[src/rtl/display_pkg.sv]
// Shared constants and types for the hex scan display path.
package display_pkg;

  // Code the 7-segment decoder maps to "all segments off".
  localparam logic [31:0] DIGIT_BLANK = 32'd16;
  localparam int          NIBBLE_W    = 4;
  localparam int          MAX_DIGITS  = 8;

  typedef logic [2:0] digit_idx_t;

endpackage

[src/rtl/refresh_divider.sv]
// Divides the system clock down to the per-digit scan tick.
// The tick is high on the last count of each REFRESH_DIV-cycle period.
module refresh_divider #(
  parameter int REFRESH_DIV = 50000
) (
  input  logic clk,
  input  logic reset_n,
  output logic tick
);

  localparam int CNT_W = (REFRESH_DIV > 1) ? $clog2(REFRESH_DIV) : 1;
  localparam logic [CNT_W-1:0] LAST_CNT = CNT_W'(REFRESH_DIV - 1);

  logic [CNT_W-1:0] div_cnt_q;
  logic [CNT_W-1:0] div_cnt_d;

  // Tick on the terminal count and wrap back to zero; REFRESH_DIV=1 ticks every cycle.
  always_comb begin
    tick      = (div_cnt_q == LAST_CNT);
    div_cnt_d = tick ? '0 : div_cnt_q + CNT_W'(1);
  end

  // Counter register.
  always_ff @(posedge clk or negedge reset_n) begin
    if (!reset_n) begin
      div_cnt_q <= '0;
    end else begin
      div_cnt_q <= div_cnt_d;
    end
  end

endmodule

[src/rtl/hex_scan_driver.sv]
// Time-multiplexed hex scanner feeding the 7-segment decoder.
// A loaded word is held in a shadow register and committed only at the
// frame boundary, so the display never shows a mix of two words.
module hex_scan_driver
  import display_pkg::*;
#(
  parameter int NUM_DIGITS    = 8,
  parameter int REFRESH_DIV   = 50000,
  parameter int BLANK_LEADING = 1
) (
  input  logic                  clk,
  input  logic                  reset_n,
  input  logic                  load,
  input  logic [31:0]           data_in,
  output logic [31:0]           digit_value,
  output logic [NUM_DIGITS-1:0] digit_en,
  output logic [2:0]            digit_idx,
  output logic                  pending,
  output logic                  frame_done
);

  localparam digit_idx_t LAST_IDX = digit_idx_t'(NUM_DIGITS - 1);

  logic       tick;
  logic       wrap;
  digit_idx_t idx_q, idx_d;
  logic [31:0] disp_q, disp_d;
  logic [31:0] pend_q, pend_d;
  logic       pending_q, pending_d;
  logic       frame_done_q;

  logic [NIBBLE_W-1:0] nibble;
  logic                upper_zero;
  logic                blank;

  refresh_divider #(
    .REFRESH_DIV(REFRESH_DIV)
  ) u_refresh_divider (
    .clk    (clk),
    .reset_n(reset_n),
    .tick   (tick)
  );

  // Next-state for scan position and the shadow/commit pair; a load on the wrap cycle goes straight to the display.
  always_comb begin
    wrap      = tick && (idx_q == LAST_IDX);
    idx_d     = idx_q;
    disp_d    = disp_q;
    pend_d    = pend_q;
    pending_d = pending_q;
    if (tick) begin
      idx_d = (idx_q >= LAST_IDX) ? '0 : idx_q + digit_idx_t'(1);
    end
    if (wrap) begin
      if (load) begin
        disp_d = data_in;
      end else if (pending_q) begin
        disp_d = pend_q;
      end
      pending_d = 1'b0;
    end else if (load) begin
      pend_d    = data_in;
      pending_d = 1'b1;
    end
  end

  // State registers; reset drops any pending word and restarts at digit 0 showing zero.
  always_ff @(posedge clk or negedge reset_n) begin
    if (!reset_n) begin
      idx_q        <= '0;
      disp_q       <= '0;
      pend_q       <= '0;
      pending_q    <= 1'b0;
      frame_done_q <= 1'b0;
    end else begin
      idx_q        <= idx_d;
      disp_q       <= disp_d;
      pend_q       <= pend_d;
      pending_q    <= pending_d;
      frame_done_q <= wrap;
    end
  end

  // Select the lit nibble and decide leading-zero blanking from registered state only.
  always_comb begin
    nibble     = '0;
    upper_zero = 1'b1;
    for (int p = 0; p < MAX_DIGITS; p++) begin
      if (p < NUM_DIGITS) begin
        if (idx_q == digit_idx_t'(p)) begin
          nibble = disp_q[p*NIBBLE_W +: NIBBLE_W];
        end
        if ((digit_idx_t'(p) >= idx_q) && (disp_q[p*NIBBLE_W +: NIBBLE_W] != '0)) begin
          upper_zero = 1'b0;
        end
      end
    end
    blank       = (BLANK_LEADING != 0) && (idx_q != '0) && upper_zero;
    digit_value = blank ? DIGIT_BLANK : {{(32-NIBBLE_W){1'b0}}, nibble};
  end

  // Active-low one-hot anode enables; blanked digits stay enabled for uniform brightness.
  always_comb begin
    for (int i = 0; i < NUM_DIGITS; i++) begin
      digit_en[i] = ~(idx_q == digit_idx_t'(i));
    end
  end

  assign digit_idx  = idx_q;
  assign pending    = pending_q;
  assign frame_done = frame_done_q;

endmodule

[config.mk]
export PLATFORM = sky130hd
export DESIGN_NAME = hex_scan_driver
export DESIGN_NICKNAME = d
export VERILOG_FILES = /design/src/rtl/display_pkg.sv /design/src/rtl/refresh_divider.sv /design/src/rtl/hex_scan_driver.sv
export SDC_FILE = /design/constraint.sdc
export NUM_CORES = 1
export LEC_CHECK = 0
export BUFFER_PORTS_ARGS = -buffer_cell sky130_fd_sc_hd__buf_4
export CAP_MARGIN = 20
export CORE_ASPECT_RATIO = 1.2
export CORE_UTILIZATION = 55
export DETAILED_ROUTE_END_ITERATION = 12
export GPL_TIMING_DRIVEN = 0
export PLACE_DENSITY = 0.81
export SLEW_MARGIN = 20
export SYNTH_ARGS = -nofsm -noshare
export SYNTH_HDL_FRONTEND = slang
export SYNTH_SLANG_ARGS = --single-unit
[constraint.sdc]
create_clock -name clk -period 3.1 [get_ports clk]
set_input_delay 0.62 -clock clk [delete_from_list [all_inputs] [get_ports clk]]
set_output_delay 0.62 -clock clk [all_outputs]
set_load 0.02 [all_outputs]
; After elaboration in Yosys (flattened, before gate mapping)
; Cells that the tools add are included.
; Widths: inputs -> output; s select.
[word_totals]
input_bits = 35
register_bits = 85
[op_classes]
n_addsub = 2
bitwise_logic = 9
n_reduce_logical = 24
order_cmp = 9
mux = 23
n_eq_ne = 8
[op_table]
columns = cell, count
row1 = $mux 32, 2
row2 = $mux 4, 8
row3 = $reduce_bool 4->1, 8
row4 = $add 16x1->16 const B, 1
row5 = $eq 16x16->1 const B, 1
row6 = $mux 16, 1
row7 = $eq 3x3->1 const B, 4
row8 = $ge 3x3->1 const A, 4
row9 = $logic_and 1x1->1, 10
row10 = $mux 1, 10
row11 = $not 1->1, 9
row12 = $eq 3x2->1 const B, 2
row13 = $ge 1x3->1 const A, 2
row14 = $ge 2x3->1 const A, 2
row15 = $mux 5, 1
row16 = $reduce_and 2->1, 2
row17 = $reduce_bool 2->1, 2
row18 = $add 3x1->3 const B, 1
row19 = $eq 3x1->1 const B, 1
row20 = $ge 3x3->1 const B, 1
row21 = $logic_not 3->1, 1
row22 = $mux 3, 1
row23 = $reduce_bool 3->1, 1

; Logic depth before layout (Yosys ltp)
; Gate-level depths: netlist of the first run.
[logic_depth]
word_depth = 12
mapped_depth = 8

; Cells and area by module
; From an unflattened synthesis of the first run, not the netlist that was laid out.
[hier_totals]
hier_cells = 404
hier_area_um2 = 4470.5
[modules_own_cells]
columns = mod, seq_area_each_um2, n_inst, area_per_inst_um2, cells_per_inst
row1 = hex_scan_driver, 1726.7, 1, 3708.6, 337
row2 = refresh_divider, 400.4, 1, 762.0, 67

; Worst setup path before layout of the first run
; Ideal clock, no wire load.
[synth_path]
kind = register -> output
from = register idx_q[0], in the netlist digit_idx[0]
to = output digit_value[0]
required_time_ps = 2480
arrival_ps = 2192
slack_ps = 288
path_buffers = 2
stages_incl_launch_ff = 8
path_cell_list = dfrtp_1 > clkbuf_1 > inv_1 > ha_1 > clkbuf_1 > a22o_1 > a221oi_1 > a222oi_1
[synth_between]
elab_chain_len = 12
elab_cells_between_ends = 43
classes_between = order compare: 8 / eq/ne: 7 / mux: 17 / reduce/logical: 11
[synth_lines]
columns = item, line
row1 = "start, declared", hex_scan_driver.sv:26  ; digit_idx_t idx_q, idx_d;
row2 = "start signal, assigned", hex_scan_driver.sv:76  ; idx_q <= idx_d;
row3 = $ge 1x3->1, hex_scan_driver.sv:93  ; if ((digit_idx_t'(p) >= idx_q) && (disp_q[p*NIBBLE_W +: NIBBLE_W] != '0)) begin
row4 = $logic_and 1x1->1, hex_scan_driver.sv:93
row5 = $mux 1 (8 in series), hex_scan_driver.sv:93
row6 = $logic_and 1x1->1, hex_scan_driver.sv:98  ; blank = (BLANK_LEADING != 0) && (idx_q != '0) && upper_zero;
row7 = $mux 5 (*), hex_scan_driver.sv:99  ; digit_value = blank ? DIGIT_BLANK : {{(32-NIBBLE_W){1'b0}}, nibble};
row8 = "end, declared", hex_scan_driver.sv:15  ; output logic [31:0] digit_value,
; Every way passes the cells marked *; elsewhere a longest branch is shown, timed or not.

; Worst setup path in the final report of the first run
; Same ends and word-level chain as after synthesis.

==> flow_summary.json, run 1 <==
{
  "status": "completed",
  "rrSetupSlack_ns": 0.82,
  "worst-path-buf-inv": 4,
  "r2r-end": "pend_q[26]",
  "antenna_left": 0,
  "arrival_ns": 2.40,
  "seqPwrFrac_pct": 48.7,
  "sw_frac_of_total_pct": 23.23,
  "worst_r2r_path_depth": 5,
  "drtIter0Drc": 148,
  "vias_per_cell": 5.438,
  "grt.overflow.total": 0,
  "cap_violations": 0,
  "area_growth_pct": 22.26,
  "cp_slowest_cell": "a222oi_1",
  "reg2reg_from": "u_refresh_divider.div_cnt_q[11]",
  "wirelength_mm": 9.728,
  "gp_congestion": 0.9435,
  "ys.flop_type": "dfrtp_1",
  "netlist.area_leader.share_pct": 45.59,
  "dpl-instance-area_um2": 5289,
  "power.total_mw": 2.409,
  "cts-buffers-inserted": 9,
  "ys_ff_latch": 85,
  "drive_gt1_share_pct": 46.97,
  "path_clk_slew_ns": 0.09,
  "pin_count": 80,
  "synth_cell_types": 46,
  "clock-sinks": 85,
  "dieWidth_um": 86.08,
  "fp-row-count": 36,
  "critPathMaxStageDelay_ns": 0.44,
  "crit_start": "digit_idx[0]",
  "die_area_um2": 8857,
  "async_flop_share_pct": 100.0,
  "wl_per_cell_um": 16.40,
  "p_comb_share_pct": 10.9,
  "synth_compound_area_share_pct": 6.543,
  "grt_pass1_vias": 3199,
  "tns_ns": 0,
  "synth_area_um2": 4666,
  "hpwlAfterDp_mm": 6.976,
  "grt_first_pass_wirelength_mm": 15.93,
  "yosys-top-cells-area": "dfrtp_1 46%, mux2_2 14%, mux2_4 9.7%, buf_4 4.5%, mux2i_1 1.9%",
  "synth_xor_area_share_pct": 2.065,
  "setup_viol": 0,
  "slew_viol_final": 0,
  "clk_latency_ns": 0.35,
  "p_leak_nw": 2.852,
  "htree_levels": 3,
  "grtUsageTotal_pct": 23.50,
  "fmax_mhz": 331.5,
  "final.setup_skew_ns": 0.009861,
  "grt_start_max_net_pins": 86,
  "nNetsFinal": 514,
  "core_um2": 8153,
  "finalHoldViolCount": 0,
  "die_y_um": 102.9,
  "clkPwrFrac_pct": 40.5,
  "insertedDiodeCount": 0,
  "synth_top_family_by_area": "multiplexers",
  "yosysSeqAreaShare_pct": 45.59,
  "cp-start-kind": "flop",
  "hp-class": "in -> async",
  "fillCellCount": 610,
  "setup.worst_path.end_class": "output port",
  "crit_family": "buffers and inverters",
  "fin_util_pct": 69.97,
  "antenna_found_initial": 0,
  "synth.area.mux_share_pct": 25.82,
  "cp-endpoint": "digit_value[0]",
  "slew-limit-headroom_pct": 49.37,
  "synth_top_area_cell": "dfrtp_1",
  "clock_path_buffers": 2,
  "worstMarginPinSlew_ns": 0.7594,
  "syn_area_per_cell_um2": 12.38,
  "switchingPower_uw": 559.6,
  "cp.depth": 8,
  "synth_edf_count": 0,
  "ys_warn_count": 0,
  "path_max_fanout": 10,
  "crit_chain": "clkbuf_8, clkinvlp_4, ha_2, clkbuf_4, a22o_1, a221oi_2, a222oi_1, buf_4",
  "synthSimpleGateAreaFrac_pct": 10.81,
  "yosysMostFrequentCell": "dfrtp_1",
  "drc": 0,
  "ir_drop_mv": 0.3439,
  "ctsHoldBuffers": 0,
  "drtPass1Iterations": 4,
  "crit_required_ns": 2.48,
  "synthCells": 377,
  "intPower_mw": 1.850,
  "cts_tree": "built",
  "ys_top_cells_by_count": "85 x dfrtp_1, 59 x mux2_2, 30 x mux2_4, 28 x buf_4",
  "worstSetupPathType": "reg -> out",
  "whs_ns": 0.2921,
  "period_share_pct": 97.31,
  "vias": 3225,
  "power_density_nw_per_um2": 422.3,
  "ctsRootBufferMaster": "clkbuf_8",
  "initial_utilization_pct": 57.23,
  "io_buffers": 51,
  "min_period_ns": 3.017,
  "stdcell_area_um2": 5704,
  "synthAdderAreaFrac_pct": 1.341
}
[placed cells by master, fill, tap and decap left out, drive strengths merged, types with 5 or more instances in the layout]
| cell | n |
|---|---|
| ha | 5 |
| nand2b | 12 |
| buf | 97 |
| clkbuf | 19 |
| or4 | 6 |
| nand2 | 9 |
| xnor2 | 8 |
| nand3 | 7 |
| nor2b | 8 |
| mux2 | 89 |
| nor4 | 5 |
| o21ai | 9 |
| dfrtp | 85 |
| mux2i | 9 |
| inv | 11 |
| conb | 27 |
| nor2 | 12 |
[worst min-delay path by stage]
stage | to | start | depth (start not counted) | slack, ns
2_1_floorplan | digit_idx[0] | reset_n | 0 | 0.32
3_3_place_gp | u_refresh_divider.div_cnt_q[15] | u_refresh_divider.div_cnt_q[15] | 1 | 0.46
3_5_place_dp | u_refresh_divider.div_cnt_q[15] | u_refresh_divider.div_cnt_q[15] | 1 | 0.47
4_1_cts | pend_q[11] | reset_n | 1 | 0.48
5_1_grt | pend_q[5] | reset_n | 1 | 0.36
6_report | pend_q[11] | reset_n | 1 | 0.29
[cell type report]
cell class              count  area (um^2)  share of cell area, %
clock buffers               9        123.9                  2.172
plain buffers              47        352.8                  6.186
multi-input cells         262         2335                  40.93
clock inverters             7        127.6                  2.237
well taps                 114        142.6                  2.501
repair buffers             60        454.2                  7.962
flip-flops and latches     85         2127                  37.29
inverters                   9        41.29                 0.7238
[sequential cells by signal, summed over array words and instances, names as in the netlist]
register                     cells
pend_q                          32
digit_idx                        3
frame_done                       1
disp_q                          32
u_refresh_divider.div_cnt_q     16
pending                          1
[power groups by stage]
| stage | clock (mW) | combinational, mW | sequential (mW) |
|---|---|---|---|
| final | 0.975 | 0.262 | 1.17 |
| after CTS | 0.987 | 0.263 | 1.17 |
| after floorplan | 0 | 0.185 | 1.19 |
| after global routing | 1.04 | 0.285 | 1.18 |
| after detailed placement | 0 | 0.261 | 1.19 |
| after global placement | 0 | 0.255 | 1.19 |
[kinds of logic after synthesis]
family / Yosys count
compound gates: 41
xor+xnor: 11
fa+ha+maj: 5
buf+inv: 56
flops: 85
mux: 98
other cells: 1
simple gates: 80
[what timing repair did]
item                       4_1_cts  5_1_grt
setup endpoints to repair        5        5
pin swaps                        3        6
cloned                           0        0
resized for setup               16       16
setup buffers                    5        4
[metal layers]
layer  GRT usage (%)  wire, um
met3           4.804       503
met5               0         0
met2           40.05      4904
met1           30.66      4173
met4           6.538       147
[metrics by stage]
step           instances  setup WS, ns
2_1_floorplan        403        0.2877
3_3_place_gp         568       -0.1594
3_5_place_dp         568       -0.1586
4_1_cts              589       0.01663
5_1_grt              593     -0.009342
6_report             593       0.08341
Power figures use the tool's default switching activity.
==> run 2, diff against run 1 <==
- PLACE_DENSITY: 0.81 -> 0.75
==> flow_summary.json, run 2 (synthesis gave the netlist of run 1 again) <==
{
  "status": "completed",
  "ctsRootBufferMaster": "clkbuf_8",
  "fp-row-count": 36,
  "vias": 3202,
  "arrival_ns": 2.40,
  "path_max_fanout": 7,
  "critPathMaxStageDelay_ns": 0.43,
  "slew-limit-headroom_pct": 49.95,
  "grt.overflow.total": 0,
  "setup.worst_path.end_class": "output port",
  "cts-buffers-inserted": 9,
  "regArea_um2": 2127,
  "drc": 0,
  "crit_chain": "buf_8, buf_4, nand2b_1, and3_1, o311ai_0, a222oi_1, buf_4",
  "crit_required_ns": 2.48,
  "cp_slowest_cell": "dfrtp_1",
  "antenna_left": 0,
  "grt_first_pass_wirelength_mm": 15.39,
  "wl_per_cell_um": 16.16,
  "clk_latency_ns": 0.34,
  "gp_congestion": 0.8737,
  "area_growth_pct": 20.62,
  "path_clk_slew_ns": 0.08,
  "final_cell_mix": "86 x buf_4, 85 x dfrtp_1, 59 x mux2_2, 30 x mux2_4, 27 x conb_1",
  "worstSetupPathType": "reg -> out",
  "grt_start_max_net_pins": 86,
  "finalHoldViolCount": 0,
  "wirelength_mm": 9.550,
  "tns_ns": 0,
  "cts_tree": "built",
  "worstMarginPinSlew_ns": 0.7507,
  "clock_path_buffers": 2,
  "sw_frac_of_total_pct": 23.64,
  "fmax_mhz": 330.8,
  "biggestRegsByFlops": "disp_q (32), pend_q (32), u_refresh_divider.div_cnt_q (16)",
  "multi_input_area_um2": 2320,
  "worst-path-buf-inv": 3,
  "htree_levels": 3,
  "grtUsageTotal_pct": 22.73,
  "vias_per_cell": 5.418,
  "fillCellCount": 608,
  "power.total_mw": 2.222,
  "fin_util_pct": 69.03,
  "pin_count": 80,
  "drtIter0Drc": 194,
  "die_y_um": 102.9,
  "nNetsFinal": 512,
  "cp-start-kind": "flop",
  "dieWidth_um": 86.08,
  "clkPwrFrac_pct": 35.4,
  "cap_violations": 0,
  "hpwlAfterDp_mm": 6.735,
  "die_area_um2": 8857,
  "drive_gt1_share_pct": 45.91,
  "period_share_pct": 97.52,
  "final_common_cell": "buf_4",
  "antenna_found_initial": 0,
  "seqPwrFrac_pct": 52.7,
  "intPower_mw": 1.696,
  "setup_viol": 0,
  "switchingPower_uw": 525.1,
  "slew_viol_final": 0,
  "crit_family": "compound AO/OA/AOI/OAI gates",
  "insertedDiodeCount": 0,
  "hp-class": "in -> async",
  "clock-sinks": 85,
  "core_um2": 8153,
  "final.setup_skew_ns": 0.008058,
  "initial_utilization_pct": 57.23,
  "min_period_ns": 3.023,
  "io_buffers": 51,
  "ir_drop_mv": 0.3578,
  "grt_pass1_vias": 3079,
  "crit_top_cell": "buf_4",
  "power_density_nw_per_um2": 394.7,
  "drtPass1Iterations": 5,
  "p_comb_share_pct": 11.9,
  "p_leak_nw": 2.812
}
run 2: cell count changes in the layout (fill, tap and decap cells not counted), sizes merged:
cell / previous run / this run
inv: 11 / 8
clkbuf: 19 / 20
clkinv: 0 / 3
bufinv: 3 / 1
buf: 97 / 96
run 2: routing by layer:
layer / part of all wire [%] / track usage [%]
met2: 49 / 37.30
met1: 44 / 30.95
met5: 0 / 0
met4: 1.4 / 7.692
met3: 4.8 / 3.683
run 2: cell type report:
type / instances / area share (%)
clock buffers: 11 / 2.512
multi-input cells: 262 / 41.22
flip-flops and latches: 85 / 37.79
inverters: 9 / 0.6670
plain buffers: 47 / 6.403
clock inverters: 5 / 1.067
well taps: 114 / 2.534
repair buffers: 58 / 7.803
run 2: worst paths after layout:
path	from	to	slack [ns]	cells after the start
max in group asynchronous	reset_n	disp_q[17]	2.27	1
min	reset_n	u_refresh_divider.div_cnt_q[2]	0.33	1
min in group clk	u_refresh_divider.div_cnt_q[15]	u_refresh_divider.div_cnt_q[15]	0.49	1
max reg2reg	u_refresh_divider.div_cnt_q[11]	pend_q[22]	0.85	5
max	digit_idx[1]	digit_value[3]	0.08	7
min reg2reg	u_refresh_divider.div_cnt_q[15]	u_refresh_divider.div_cnt_q[15]	0.49	1
run 2: per-stage QoR:
stage,hold slack (ns),std cells,cell area (um^2),worst slack (ns)
finish,0.3266,591,5628,0.07701
global route,0.3884,591,5628,-0.0004352
global placement,0.4580,568,5289,-0.2067
floorplan,0.3244,403,4763,0.2877
CTS,0.4910,586,5540,0.03094
detailed placement,0.4722,568,5289,-0.07176
run 2: power by group through the flow:
| stage | clock network, mW | registers (mW) | logic [mW] |
|---|---|---|---|
| after floorplan | 0 | 1.19 | 0.185 |
| after global placement | 0 | 1.19 | 0.258 |
| after detailed placement | 0 | 1.19 | 0.262 |
| after CTS | 0.808 | 1.17 | 0.265 |
| after global routing | 0.861 | 1.18 | 0.285 |
| final | 0.787 | 1.17 | 0.263 |
run 2: worst register-to-register path, cell delays in order (launching register included):
cell	delay [ns]
dfrtp_1	0.43
or4_4	0.59
nor4_4	0.41
a21boi_2	0.20
buf_6	0.21
mux2_4	0.31
run 2: what timing repair did:
item | CTS | global route
hold buffers | 0 | 0
setup buffers | 2 | 5
pin swaps | 2 | 5
endpoints found under the setup margin | 5 | 4
resized for setup | 13 | 19
